### src/rtl/pll_seq_pkg.sv
// Shared types and constants for the PLL reset sequencer.
package pll_seq_pkg;

    // Sequencer states
    typedef enum logic [1:0] {
        PLL_RST   = 2'd0,
        WAIT_LOCK = 2'd1,
        STABLE    = 2'd2,
        RUN       = 2'd3
    } state_t;

    localparam int unsigned          RETRY_W   = 4;
    localparam logic [RETRY_W-1:0]   RETRY_MAX = 4'd15;

    // Saturating increment for the restart counter; never wraps
    function automatic logic [RETRY_W-1:0] retry_inc(input logic [RETRY_W-1:0] v);
        return (v == RETRY_MAX) ? v : v + 4'd1;
    endfunction

endpackage

### src/rtl/pll_reset_seq_sync2.sv
// Generic 2-FF synchroniser, asynchronous active-high reset to 0.
module sync2 #(
    parameter int unsigned WIDTH = 1
) (
    input  logic             clk,
    input  logic             rst,
    input  logic [WIDTH-1:0] d,
    output logic [WIDTH-1:0] q
);

    logic [WIDTH-1:0] meta_q;

    // Two-stage capture of an asynchronous input
    always_ff @(posedge clk or posedge rst) begin
        if (rst) begin
            meta_q <= '0;
            q      <= '0;
        end else begin
            meta_q <= d;
            q      <= meta_q;
        end
    end

endmodule

### src/rtl/pll_reset_seq.sv
// iCE40 PLL reset sequencer, clocked by the 48 MHz reference clock.
// Drives PLL RESETB, qualifies LOCK and holds sys_rst until lock is stable.
// Optional build macro PLLSEQ_GLITCH_FILTER_EN: require GLITCH_CYCLES
// consecutive lock-low samples in RUN before declaring loss of lock.
module pll_reset_seq
    import pll_seq_pkg::*;
#(
    parameter int unsigned RST_CYCLES    = 16,
    parameter int unsigned LOCK_TIMEOUT  = 65536,
    parameter int unsigned STABLE_CYCLES = 1024,
    parameter int unsigned GLITCH_CYCLES = 4,
    parameter int unsigned CNT_W         = 17
) (
    input  logic               clk,
    input  logic               rst,
    input  logic               pll_locked,
    output logic               pll_resetb,
    output logic               sys_rst,
    output logic               ready,
    output logic               lock_lost,
    output logic [RETRY_W-1:0] retry_cnt
);

    localparam logic [CNT_W-1:0] RST_LAST     = CNT_W'(RST_CYCLES - 1);
    localparam logic [CNT_W-1:0] TIMEOUT_LAST = CNT_W'(LOCK_TIMEOUT - 1);
    localparam logic [CNT_W-1:0] STABLE_LAST  = CNT_W'(STABLE_CYCLES - 1);

    // Reject configurations the counter or the sequence cannot support
    if (RST_CYCLES < 2 || LOCK_TIMEOUT < 1 || STABLE_CYCLES < 1 || GLITCH_CYCLES < 1
        || $clog2(RST_CYCLES) > CNT_W || $clog2(LOCK_TIMEOUT) > CNT_W
        || $clog2(STABLE_CYCLES) > CNT_W) begin : g_bad_params
        $error("pll_reset_seq: illegal parameter combination");
    end

    state_t           state_q;
    logic [CNT_W-1:0] cnt_q;
    logic             lk;
    logic             loss;

    sync2 #(
        .WIDTH (1)
    ) u_lock_sync (
        .clk (clk),
        .rst (rst),
        .d   (pll_locked),
        .q   (lk)
    );

`ifdef PLLSEQ_GLITCH_FILTER_EN
    localparam logic [CNT_W-1:0] GLITCH_LAST = CNT_W'(GLITCH_CYCLES - 1);

    // In RUN the shared counter holds the run length of consecutive lock-low samples
    always_comb begin
        loss = !lk && (cnt_q == GLITCH_LAST);
    end
`else
    // Any lock-low sample in RUN is a loss of lock
    always_comb begin
        loss = !lk;
    end
`endif

    // Sequencer FSM with registered outputs
    always_ff @(posedge clk or posedge rst) begin
        if (rst) begin
            state_q    <= PLL_RST;
            cnt_q      <= '0;
            pll_resetb <= 1'b0;
            sys_rst    <= 1'b1;
            ready      <= 1'b0;
            lock_lost  <= 1'b0;
            retry_cnt  <= '0;
        end else begin
            unique case (state_q)
                PLL_RST: begin
                    if (cnt_q == RST_LAST) begin
                        state_q    <= WAIT_LOCK;
                        cnt_q      <= '0;
                        pll_resetb <= 1'b1;
                    end else begin
                        cnt_q <= cnt_q + 1'b1;
                    end
                end
                WAIT_LOCK: begin
                    // Lock wins over a coincident timeout
                    if (lk) begin
                        state_q <= STABLE;
                        cnt_q   <= '0;
                    end else if (cnt_q == TIMEOUT_LAST) begin
                        state_q    <= PLL_RST;
                        cnt_q      <= '0;
                        pll_resetb <= 1'b0;
                        retry_cnt  <= retry_inc(retry_cnt);
                    end else begin
                        cnt_q <= cnt_q + 1'b1;
                    end
                end
                STABLE: begin
                    if (!lk) begin
                        state_q <= WAIT_LOCK;
                        cnt_q   <= '0;
                    end else if (cnt_q == STABLE_LAST) begin
                        state_q <= RUN;
                        cnt_q   <= '0;
                    end else begin
                        cnt_q <= cnt_q + 1'b1;
                    end
                end
                RUN: begin
                    if (loss) begin
                        state_q    <= PLL_RST;
                        cnt_q      <= '0;
                        pll_resetb <= 1'b0;
                        sys_rst    <= 1'b1;
                        ready      <= 1'b0;
                        lock_lost  <= 1'b1;
                        retry_cnt  <= retry_inc(retry_cnt);
                    end else begin
                        sys_rst <= 1'b0;
                        ready   <= 1'b1;
`ifdef PLLSEQ_GLITCH_FILTER_EN
                        cnt_q   <= lk ? '0 : cnt_q + 1'b1;
`endif
                    end
                end
                default: begin
                    state_q <= PLL_RST;
                    cnt_q   <= '0;
                end
            endcase
        end
    end

endmodule
### config.mk
export PLATFORM = sky130hd
export DESIGN_NAME = pll_reset_seq
export DESIGN_NICKNAME = d
export VERILOG_FILES = /design/src/rtl/pll_seq_pkg.sv /design/src/rtl/pll_reset_seq_sync2.sv /design/src/rtl/pll_reset_seq.sv
export SDC_FILE = /design/constraint.sdc
export NUM_CORES = 1
export LEC_CHECK = 0
export CAP_MARGIN = 20
export CORE_MARGIN = 2
export CORE_UTILIZATION = 51
export DETAILED_ROUTE_END_ITERATION = 7
export PLACE_DENSITY_LB_ADDON = 0.2
export SLEW_MARGIN = 20
export SYNTH_ARGS = -nofsm -noshare
export SYNTH_HDL_FRONTEND = slang
export SYNTH_SLANG_ARGS = --single-unit
### constraint.sdc
create_clock -name clk -period 1.95 [get_ports clk]
set_input_delay 0.2925 -clock clk [delete_from_list [all_inputs] [get_ports clk]]
set_output_delay 0.2925 -clock clk [all_outputs]
set_load 0.005 [all_outputs]
==> metrics.md, run 1 <==
| Metric | Value |
|---|---|
| Status | finished with violations |
| Violated checks | setup timing |
| Psw | 704 uW |
| Sequential share of the synthesized area | between 50% and 60% |
| Leak | 0.840 nW |
| NumNets Final | 182 |
| Sum Neg Setup Slack | -0.885 ns |
| GRT overflow | 0 |
| Clock-pin transition on the worst setup and hold timing paths | approximately 0.1 ns |
| Io pins | 11 |
| First-pass GRT wire length | 4800 um |
| Max frequency | about 0.5 GHz |
| 1st-iter DRT viols | 22 |
| CTS tree | built |
| Clock Latency Late Sink | 0.34 ns |
| Die Area | between 3000 and 4000 um^2 |
| PD cells | between 1000 and 1500 nW/um^2 |
| Placed Cells | between 150 and 200 |
| Number of synthesized register bits | 29 |
| Max Slew Vio Count | 0 |
| Post-Layout Cell Count | 207 |
| Hold Vio Cnt, Final | 0 |
| Period Utilization, post-route | 105% |
| Core area | 2690 um^2 |
| Initial antenna violation count | 0 |
| CTS Hold Bufs | 0 |
| Root buffer selected by CTS | clkbuf_4 |
| Logic pwr share | 36.1% |
| Most common cell after layout, fill and taps aside | dfrtp_1 |
| Routed WL | 2920 um |
| Worst EP arrival | 2.27 ns |
| Tmin final | 2.04 ns |
| Yosys warnings | 0 |
| Final HPWL DP | 1980 um |
| DR vias | roughly 1100 |
| Min-Delay Path Class | in -> async |
| Final Setup Violations | 14 |
| Clock power frac | 24.0% |
| Port Buf Inserts | 10 |
| Final setup margin | -0.0942 ns |
| CTS max path bufs | 2 |
| Rel. slew slack | between 70% and 80% |
| Number of cells produced by synthesis | 141 |
| Worst slew pin tran | around 0.36 ns |
| GRT Total Usage | between 20% and 30% |
| Max Cap Viol | 0 |
| Htree depth | 2 |
| Total CTS buffers | 5 |
| Worst Path Max Fanout | 5 |
| Post-route clock skew | 0.00768 ns |
| Crit end category | flop |
| Core Util, Final | 70.1% |
| CP Launch Type | flop |
| Total power | around 2.2 mW |
| Initial Util | 52.6% |
| Global placement routability congestion | a little under 0.9 |
| RSZ-0062 raised after global routing | yes |
| Syn_nets | 148 |
| Synth Cell Area | 1410 um^2 |
| IR Drop Worst-Case VDD | just over 0.9 mV |
| Rows | 19 |
| Critical path type | reg -> reg |
| Sw frac | 32.4% |
| Area Growth Syn to Fin | 33.3% |
| Die extent in x | 56.6 um |
| Post-synth cell types | 32 |
| Syn Area/Cell | ~10 um^2 |
| Largest net degree at the start of global routing | 30 |
| Wire per inst | 14.1 um |
| Die Height | 56.6 um |
| CP Data Required Time | 2.18 ns |
| Place WS | -0.188 ns |
| Internal power | 1.47 mW |
| Vias in the first global route | approximately 1100 |
| TritonRoute pass-1 iters | 4 |
| DR vias/cell | 5.46 |
| # clock sinks | 29 |
| Diodes inserted | 0 |
| Share of cells above drive strength 1 | 31.8% |
| Commonest cells after routing, fill and taps aside | dfrtp_1 (28), buf_4 (20), nand2_1 (14) |
| Antenna-violating nets left | 0 |
| DRC errors left | 0 |
| Flop pwr share | 39.9% |
==> path summary, 6_finish.rpt <==
kind	startpoint	endpoint	slack, ns	cells after the start
worst max-delay path	cnt_q[10]	cnt_q[9]	-0.09	10
worst min-delay path	rst	u_lock_sync.meta_q	0.32	3
worst max register to register	cnt_q[10]	cnt_q[9]	-0.09	10
worst min register to register	u_lock_sync.meta_q	u_lock_sync.q	0.36	0
max in group asynchronous	rst	sys_rst	1.33	3
min in group clk	u_lock_sync.meta_q	u_lock_sync.q	0.36	0
==> metal layers <==
layer	wire (um)	GRT usage [%]
met4	77	8.16
met2	1500	33.4
met1	1240	23.7
met3	96	6.91
met5	0	0
==> power groups by stage <==
| stage | registers [mW] | logic [mW] | clock network, mW |
|---|---|---|---|
| 6_report | 0.866 | 0.784 | 0.522 |
| 5_1_grt | 0.890 | 0.862 | 0.564 |
| 4_1_cts | 0.863 | 0.742 | 0.534 |
| 3_5_place_dp | 0.875 | 0.688 | 0 |
| 3_3_place_gp | 0.868 | 0.666 | 0 |
| 2_1_floorplan | 0.837 | 0.439 | 0 |
==> metrics by stage <==
step | hold slack, ns | area (um^2)
2_1_floorplan | 0.324 | 1440
6_report | 0.317 | 1880
4_1_cts | 0.325 | 1800
3_5_place_dp | 0.343 | 1660
3_3_place_gp | 0.335 | 1660
5_1_grt | 0.345 | 1880
==> timing repair <==
| action | 4_1_cts | 5_1_grt |
|---|---|---|
| cloned | 0 | 1 |
| resized for setup | 6 | 12 |
| setup endpoints to repair | 16 | 22 |
| endpoints found under the hold margin | 0 | 0 |
| setup buffers | 3 | 4 |
| pin swaps | 0 | 2 |
==> worst max-delay path: stages (launching register included) <==
cell     delay, ns
dfrtp_1       0.41
and3_4        0.21
and3_4        0.19
and4_4        0.25
ha_4          0.14
nor2_1        0.04
nand2_1       0.15
nand2_2       0.09
nor3_4        0.19
buf_2         0.21
nor2_1        0.06
==> kinds of logic (layout without fill, tap and decap cells) <==
group	Yosys count	in the layout	share of synthesized area, %
compound gates	13	13	6.73
xor+xnor	15	15	9.30
buf+inv	10	45	3.19
mux	2	2	1.51
flops	29	29	51.5
fa+ha+maj	4	4	3.54
simple gates	68	68	24.3
==> sequential cells by signal (all words and copies together) (netlist names) <==
name                flops
u_lock_sync.meta_q      1
ready                   1
pll_resetb              1
cnt_q                  17
sys_rst                 1
lock_lost               1
retry_cnt               4
u_lock_sync.q           1
state_q                 2
==> final cells by class <==
type / instances / area (um^2)
inverters: 5 / 18.8
well taps: 31 / 38.8
repair buffers: 32 / 267
clock inverters: 2 / 37.5
fillers: 212 / 803
multi-input cells: 102 / 743
flip-flops and latches: 29 / 727
clock buffers: 6 / 51.3
==> synth_stat cells <==
master	n	area, um^2
inv_1	5	18.8
nand3_1	9	45.0
nor4_1	1	6.26
nor3b_1	1	7.51
nand4_1	3	18.8
mux2i_1	1	10.0
nand2_1	15	56.3
nor3_4	1	16.3
or2_2	2	12.5
o41a_4	1	21.3
xor2_1	10	87.6
dfstp_2	1	26.3
o21ai_0	4	20.0
a21oi_1	1	5.00
and3_1	6	37.5
o21a_1	2	15.0
o22ai_1	2	12.5
o21bai_1	2	15.0
or4_1	1	7.51
dfrtp_1	28	701
clkbuf_1	4	15.0
nand2b_1	1	6.26
and4_1	1	8.76
xnor2_1	5	43.8
a31oi_1	1	6.26
buf_6	1	11.3
and4_2	1	10.0
mux2_2	1	11.3
nor3_1	6	30.0
ha_1	4	50.1
nor2_1	18	67.6
nor2b_1	2	12.5
(Power assumes the default switching activity.)
==> run 2: changes to the inputs <==
--- a/config.mk
+++ b/config.mk
@@ -6,8 +6,11 @@
 export NUM_CORES = 1
 export LEC_CHECK = 0
 export CAP_MARGIN = 20
+export CELL_PAD_IN_SITES_DETAIL_PLACEMENT = 1
+export CELL_PAD_IN_SITES_GLOBAL_PLACEMENT = 1
 export CORE_MARGIN = 2
-export CORE_UTILIZATION = 51
+export CORE_UTILIZATION = 40
+export CTS_CLUSTER_DIAMETER = 80
 export DETAILED_ROUTE_END_ITERATION = 7
 export PLACE_DENSITY_LB_ADDON = 0.2
 export SLEW_MARGIN = 20
==> run 2 against run 1 <==
The run now ends clean. Clock power is 29% lower. Count of clock-buffer cells in the layout is 2 higher. Die area is 25% higher. Largest power group unchanged. Highest routed layer unchanged. Sequential cell count stayed put. Largest cell class is now registers. Register-to-register slack better by 0.10 ns. Sequential share of layout area is 0.95 points higher. Combinational power is 5.0% lower. Final cell count is 6.8% higher.
==> metrics.md, run 2 (synthesis gave the netlist of run 1 again) <==
| Metric | Value |
|---|---|
| CP Launch Type | flop |
| Commonest cells after routing, fill and taps aside | dfrtp_1 (28), buf_4 (20), nor2_1 (18) |
| Period Utilization, post-route | 99.6% (-5.2 points) |
| NumNets Final | 181 (-0.55%) |
| Buf+Inv Stages, Crit Path | 1 (unchanged) |
| Wire per inst | 14.1 um (-0.17%) |
| Vias in the first global route | 1164 (+7.3%) |
| Register Area | 727 um^2 (unchanged) |
| CP Data Required Time | 2.16 ns (-0.02 ns) |
| # clock sinks | 29 (unchanged) |
| Min-Delay Path Class | in -> async |
| Internal power | 1.32 mW (-9.8%) |
| Core area | 3360 um^2 (+25%) |
| GRT Total Usage | 18.2% (-1.9 points) |
| Leak | 0.828 nW (-1.4%) |
| Psw | 656 uW (-6.8%) |
| Initial Util | 42.0% (-11 points) |
| IR Drop Worst-Case VDD | 0.583 mV (-36%) |
| Worst EP arrival | 2.15 ns (-0.12 ns) |
| Worst path top cell family by delay | simple AND/OR/NAND/NOR gates |
| Io pins | 11 (unchanged) |
| First-pass GRT wire length | 5560 um (+16%) |
| R2r startpoint | cnt_q[10] |
| DR vias/cell | 5.04 (-7.7%) |
| Rel. slew slack | 76.0% (-0.23 points) |
| Max Cap Viol | 0 (unchanged) |
| Clock Latency Late Sink | 0.32 ns (-0.02 ns) |
| Biggest regs | cnt_q: 17 flops, retry_cnt: 4 flops, state_q: 2 flops |
| R2R depth | 6 (-4) |
| Placed Cells | 206 (+7.9%) |
| Max Slew Vio Count | 0 (unchanged) |
| DRC errors left | 0 (unchanged) |
| Critical path type | reg -> reg |
| Worst Path Max Fanout | 14 (+9) |
| Sw frac | 33.1% (+0.72 points) |
| Filler instances | 404 (+91%) |
| Total CTS buffers | 5 (unchanged) |
| GRT overflow | 0 (unchanged) |
| Crit end category | flop |
| Cell count along the critical path | 6 (-4) |
| WHS | 0.343 ns (+0.0253 ns) |
| RSZ-0062 raised after global routing | yes |
| Largest net degree at the start of global routing | 30 (unchanged) |
| Max stage delay on crit path | 0.49 ns (+0.08 ns) |
| Crit path from | cnt_q[10] |
| Post-route clock skew | 0.0106 ns (+0.00292 ns) |
| Area of the multi-input gates | 706 um^2 (-5.1%) |
| Rows | 21 (+2) |
| Hold Vio Cnt, Final | 0 (unchanged) |
| Slowest-stage cell, CP | o41a_4 |
| Clock-pin transition on the worst setup and hold timing paths | 0.09 ns (about the same) |
| Final HPWL DP | 2260 um (+14%) |
| Root buffer selected by CTS | clkbuf_4 |
| CTS Hold Bufs | 0 (unchanged) |
| Area Growth Syn to Fin | 30.1% |
| Sum Neg Setup Slack | 0 ns (+0.885 ns) |
| Antenna-violating nets left | 0 (unchanged) |
| Most common cell after layout, fill and taps aside | dfrtp_1 |
| Diodes inserted | 0 (unchanged) |
| Final Setup Violations | 0 (-14) |
| Htree depth | 2 (unchanged) |
| Die Height | 63.4 um (+12%) |
| Port Buf Inserts | 10 (unchanged) |
| Total power | 1.98 mW (-8.8%) |
| CTS max path bufs | 2 (unchanged) |
| Post-Layout Cell Count | 221 (+6.8%) |
| TritonRoute pass-1 iters | 4 (unchanged) |
| Share of cells above drive strength 1 | 25.1% (-6.7 points) |
| Core Util, Final | 54.7% (-15 points) |
| Flop pwr share | 43.7% (+3.8 points) |
| Die Area | 4020 um^2 (+25%) |
| Routed WL | 3110 um (+6.6%) |
| Crit-path cells | nor4_1, nand3_1, o41a_4, nor3_4, buf_12, o22ai_1 |
| Number of flip-flops in the largest register | 17 (unchanged) |
| Global placement routability congestion | 0.770 (-12%) |
| DR vias | 1113 (-1.5%) |
| Die extent in x | 63.4 um (+12%) |
| Biggest register | cnt_q |
| Initial antenna violation count | 0 (unchanged) |
| Status | completed |
| Logic pwr share | 37.6% (+1.5 points) |
| Worst slew pin tran | 0.359 ns (+0.00352 ns) |
| PD cells | 1080 nW/um^2 (-6.6%) |
| Max frequency | 0.515 GHz (+5.2%) |
| Clock power frac | 18.7% (-5.3 points) |
| 1st-iter DRT viols | 22 (unchanged) |
| Tmin final | 1.94 ns (-0.101 ns) |
| CTS tree | built |
[run 2: changes by cell type in the layout (fill, tap and decap cells not counted)]
cell        change
nor2_1          +6
nor2_2          -6
and3_1          +2
and3_4          -2
clkbuf_1        +2
buf_12          +1
buf_2           -1
buf_6           -1
bufinv_16       -1
clkinvlp_4      -1
nor3b_2         +1
nor3b_4         -1
nor4_1          +1
nor4_2          -1
[run 2: area by class of cell]
type / count / area share (%)
Inverter: 5 / 1.02
Clock buffer: 8 / 3.20
Multi-Input combinational cell: 102 / 38.4
Timing Repair Buffer: 31 / 14.7
Tap cell: 46 / 3.13
Sequential cell: 29 / 39.6
[run 2: metrics by stage]
step / setup slack, ns / instance area, um^2
2_1_floorplan: 0.0318 / 1440
3_3_place_gp: -0.00437 / 1690
3_5_place_dp: -0.0780 / 1690
4_1_cts: 0.00514 / 1810
5_1_grt: -0.104 / 1840
6_report: 0.00701 / 1840
[run 2: metal layers]
layer | track usage (%) | wire (um) | up-vias
met1 | 22.6 | 1410 | 548
met4 | 6.52 | 53 | 0
li1 | - | - | 549
met2 | 29.9 | 1570 | 11
met3 | 5.36 | 77 | 5
met5 | 0 | 0 | -
[run 2: tightest hold or removal path, cell delays in order]
cell,delay (ns)
clkdlybuf4s50_1,0.40
inv_1,0.05
buf_4,0.33
[run 2: what timing repair did]
action / 4_1_cts / 5_1_grt
setup buffers: 3 / 4
setup endpoints to repair: 18 / 19
resized for setup: 7 / 0
pin swaps: 1 / 2
[run 2: power groups by stage]
stage                     combinational, mW  sequential [mW]  clock (mW)
after global placement                0.702            0.867           0
after CTS                             0.758            0.868       0.387
after global routing                  0.829            0.895       0.422
after floorplan                       0.439            0.837           0
final                                 0.745            0.865       0.370
after detailed placement              0.733            0.876           0
[run 2: final timing paths]
check	to	slack, ns
max	cnt_q[4]	0.007
min	cnt_q[4]	0.34
max reg2reg	cnt_q[4]	0.007
min reg2reg	u_lock_sync.q	0.37
max in group asynchronous	sys_rst	1.29
min in group clk	u_lock_sync.q	0.37
==> run 3: changes to the inputs <==
--- a/config.mk
+++ b/config.mk
@@ -8,7 +8,6 @@
 export CAP_MARGIN = 20
 export CELL_PAD_IN_SITES_DETAIL_PLACEMENT = 1
 export CELL_PAD_IN_SITES_GLOBAL_PLACEMENT = 1
-export CORE_MARGIN = 2
 export CORE_UTILIZATION = 40
 export CTS_CLUSTER_DIAMETER = 80
 export DETAILED_ROUTE_END_ITERATION = 7
==> run 3 against run 2 <==
Design area decreased by 0.75%. Combinational power increased by 2%. Clock skew decreased by 0.0041 ns. Largest cell class unchanged. Final cell count decreased by 0.90%. Highest routed layer unchanged. Critical path depth increased by 4. Largest power group unchanged.
==> metrics.md, run 3 (synthesis gave the netlist of run 1 again) <==
| Metric | Value |
|---|---|
| Period Utilization, post-route | 99.9% (+0.30 points) |
| Max Slew Vio Count | 0 (unchanged) |
| Die Height | 61.4 um (-3.2%) |
| R2r startpoint | cnt_q[10] |
| # clock sinks | 29 (unchanged) |
| Area Growth Syn to Fin | 29.1% |
| Root buffer selected by CTS | clkbuf_4 |
| Tmin final | 1.95 ns (+0.00590 ns) |
| Final setup margin | 0.00111 ns (-0.00590 ns) |
| WHS | 0.322 ns (-0.0207 ns) |
| Final Setup Violations | 0 (unchanged) |
| CP Launch Type | flop |
| Biggest register | cnt_q |
| GRT overflow | 0 (unchanged) |
| Status | completed |
| PD cells | 1100 nW/um^2 (+2.3%) |
| R2R depth | 10 (+4) |
| Area of the multi-input gates | 707 um^2 (+0.18%) |
| Worst slew pin tran | 0.349 ns (-0.0103 ns) |
| Port Buf Inserts | 10 (unchanged) |
| First-pass GRT wire length | 5130 um (-7.8%) |
| Placed Cells | 206 (unchanged) |
| Final HPWL DP | 2220 um (-1.9%) |
| Io pins | 11 (unchanged) |
| Max stage delay on crit path | 0.43 ns (-0.06 ns) |
| R2r endpoint | cnt_q[4] |
| Post-Layout Cell Count | 219 (-0.90%) |
| Leak | 0.814 nW (-1.7%) |
| CP Data Required Time | 2.17 ns (about the same) |
| Total CTS buffers | 5 (unchanged) |
| RSZ-0062 raised after global routing | yes |
| Crit end category | flop |
| Crit-path cells | and3_1, and3_1, and4_4, ha_4, nor2_1, nand2_1, nand2_2, nor3_4, buf_12, o22ai_1 |
| Biggest regs | cnt_q: 17 flops, retry_cnt: 4 flops, state_q: 2 flops |
| Clock-pin transition on the worst setup and hold timing paths | 0.09 ns (about the same) |
| Initial Util | 42.0% (unchanged) |
| Register Area | 727 um^2 (unchanged) |
| Global placement routability congestion | 0.804 (+4.4%) |
| Share of cells above drive strength 1 | 24.9% (-0.29 points) |
| DRC errors left | 0 (unchanged) |
| Initial antenna violation count | 0 (unchanged) |
| TritonRoute pass-1 iters | 4 (unchanged) |
| Min-Delay Path Class | in -> async |
| Most common cell after layout, fill and taps aside | dfrtp_1 |
| Largest net degree at the start of global routing | 30 (unchanged) |
| NumNets Final | 179 (-1.1%) |
| Hold Vio Cnt, Final | 0 (unchanged) |
| Max Cap Viol | 0 (unchanged) |
| Max frequency | 0.513 GHz (-0.30%) |
| Clock Latency Late Sink | 0.33 ns (about the same) |
| Slowest-stage cell, CP | dfrtp_1 |
| Antenna-violating nets left | 0 (unchanged) |
| 1st-iter DRT viols | 34 (+55%) |
| CTS tree | built |
| Routed WL | 3100 um (-0.26%) |
| GRT Total Usage | 19.8% (+1.6 points) |
| Worst EP arrival | 2.17 ns (+0.02 ns) |
| DR vias/cell | 5.09 (+1.0%) |
| Core area | 3360 um^2 (unchanged) |
| IR Drop Worst-Case VDD | 0.557 mV (-4.5%) |
| Diodes inserted | 0 (unchanged) |
| DR vias | 1114 (+0.090%) |
| Most used cell, CP | and3_1 |
| Final Cell Area | 1820 um^2 (-0.75%) |
| CTS Hold Bufs | 0 (unchanged) |
| Rows | 21 (unchanged) |
| Post-route clock skew | 0.00651 ns (-0.00410 ns) |
| Vias in the first global route | 1127 (-3.2%) |
| Commonest cells after routing, fill and taps aside | dfrtp_1 (28), nor2_1 (18), buf_4 (18) |
| Filler instances | 401 (-0.74%) |
| Number of flip-flops in the largest register | 17 (unchanged) |
| Critical path type | reg -> reg |
| CTS max path bufs | 2 (unchanged) |
| Rel. slew slack | 76.7% (+0.68 points) |
| Placement Cell Area | 1690 um^2 (unchanged) |
| Die Area | 3770 um^2 (-6.2%) |
| Htree depth | 2 (unchanged) |
| Worst R2R Setup Slack | 0.001 ns (about the same) |
| Wire per inst | 14.2 um (+0.65%) |
| Worst Path Max Fanout | 14 (unchanged) |
| Die extent in x | 61.4 um (-3.2%) |
| Place WS | -0.0392 ns (+0.0389 ns) |
[run 3: timing repair]
item,in CTS,in global routing
pin swaps,2,2
setup endpoints to repair,18,20
gates resized for setup,5,3
buffers inserted,1,4
[run 3: layout make-up]
class	count	area share, %
tap	46	3.16
inverter	5	1.03
clock buffer	8	3.22
timing repair buffer	29	14.0
multi-input combinational	102	38.8
sequential	29	39.8
[run 3: how the worst max path moves through the flow]
stage | from | to | slack, ns | cells after the start
after floorplan | cnt_q[4] | cnt_q[12] | 0.03 | 10
after global placement | cnt_q[7] | retry_cnt[1] | -0.005 | 7
after detailed placement | cnt_q[7] | cnt_q[4] | -0.04 | 10
after CTS | cnt_q[16] | cnt_q[4] | -0.03 | 6
after global routing | cnt_q[10] | cnt_q[4] | -0.14 | 10
final | cnt_q[10] | cnt_q[4] | 0.001 | 10
[run 3: report_power, final]
| group | switching [mW] | leakage [nW] | total, mW | internal (mW) |
|---|---|---|---|---|
| logic | 0.330 | 0.406 | 0.759 | 0.429 |
| registers | 0.140 | 0.375 | 0.872 | 0.733 |
| clock network | 0.202 | 0.0326 | 0.379 | 0.178 |
| total | 0.671 | 0.814 | 2.01 | 1.34 |
[run 3: worst max-delay path, delay by kind of cell (launching register included)]
| family | cells | cell delay [ns] |
|---|---|---|
| buffers and inverters | 1 | 0.16 |
| AO/OA/AOI/OAI | 1 | 0.08 |
| adder cells (fa/ha/maj) | 1 | 0.14 |
| AND/OR/NAND/NOR | 7 | 1.03 |
| flip-flops | 1 | 0.43 |
[run 3: metal layers]
metal | global-route usage (%) | wire length, um
met4 | 10.5 | 70
met5 | 0 | 0
met3 | 6.30 | 79
met2 | 31.5 | 1510
met1 | 24.1 | 1440
[run 3: per-stage QoR]
step / util (%) / TNS (ns) / power [mW]
5_1_grt: 54.2 / -1.76 / 2.16
3_3_place_gp: 50.3 / -0.00487 / 1.57
3_5_place_dp: 50.3 / -0.0974 / 1.60
2_1_floorplan: - / 0 / 1.28
6_report: 54.2 / 0 / 2.01
4_1_cts: 53.1 / -0.0309 / 2.01
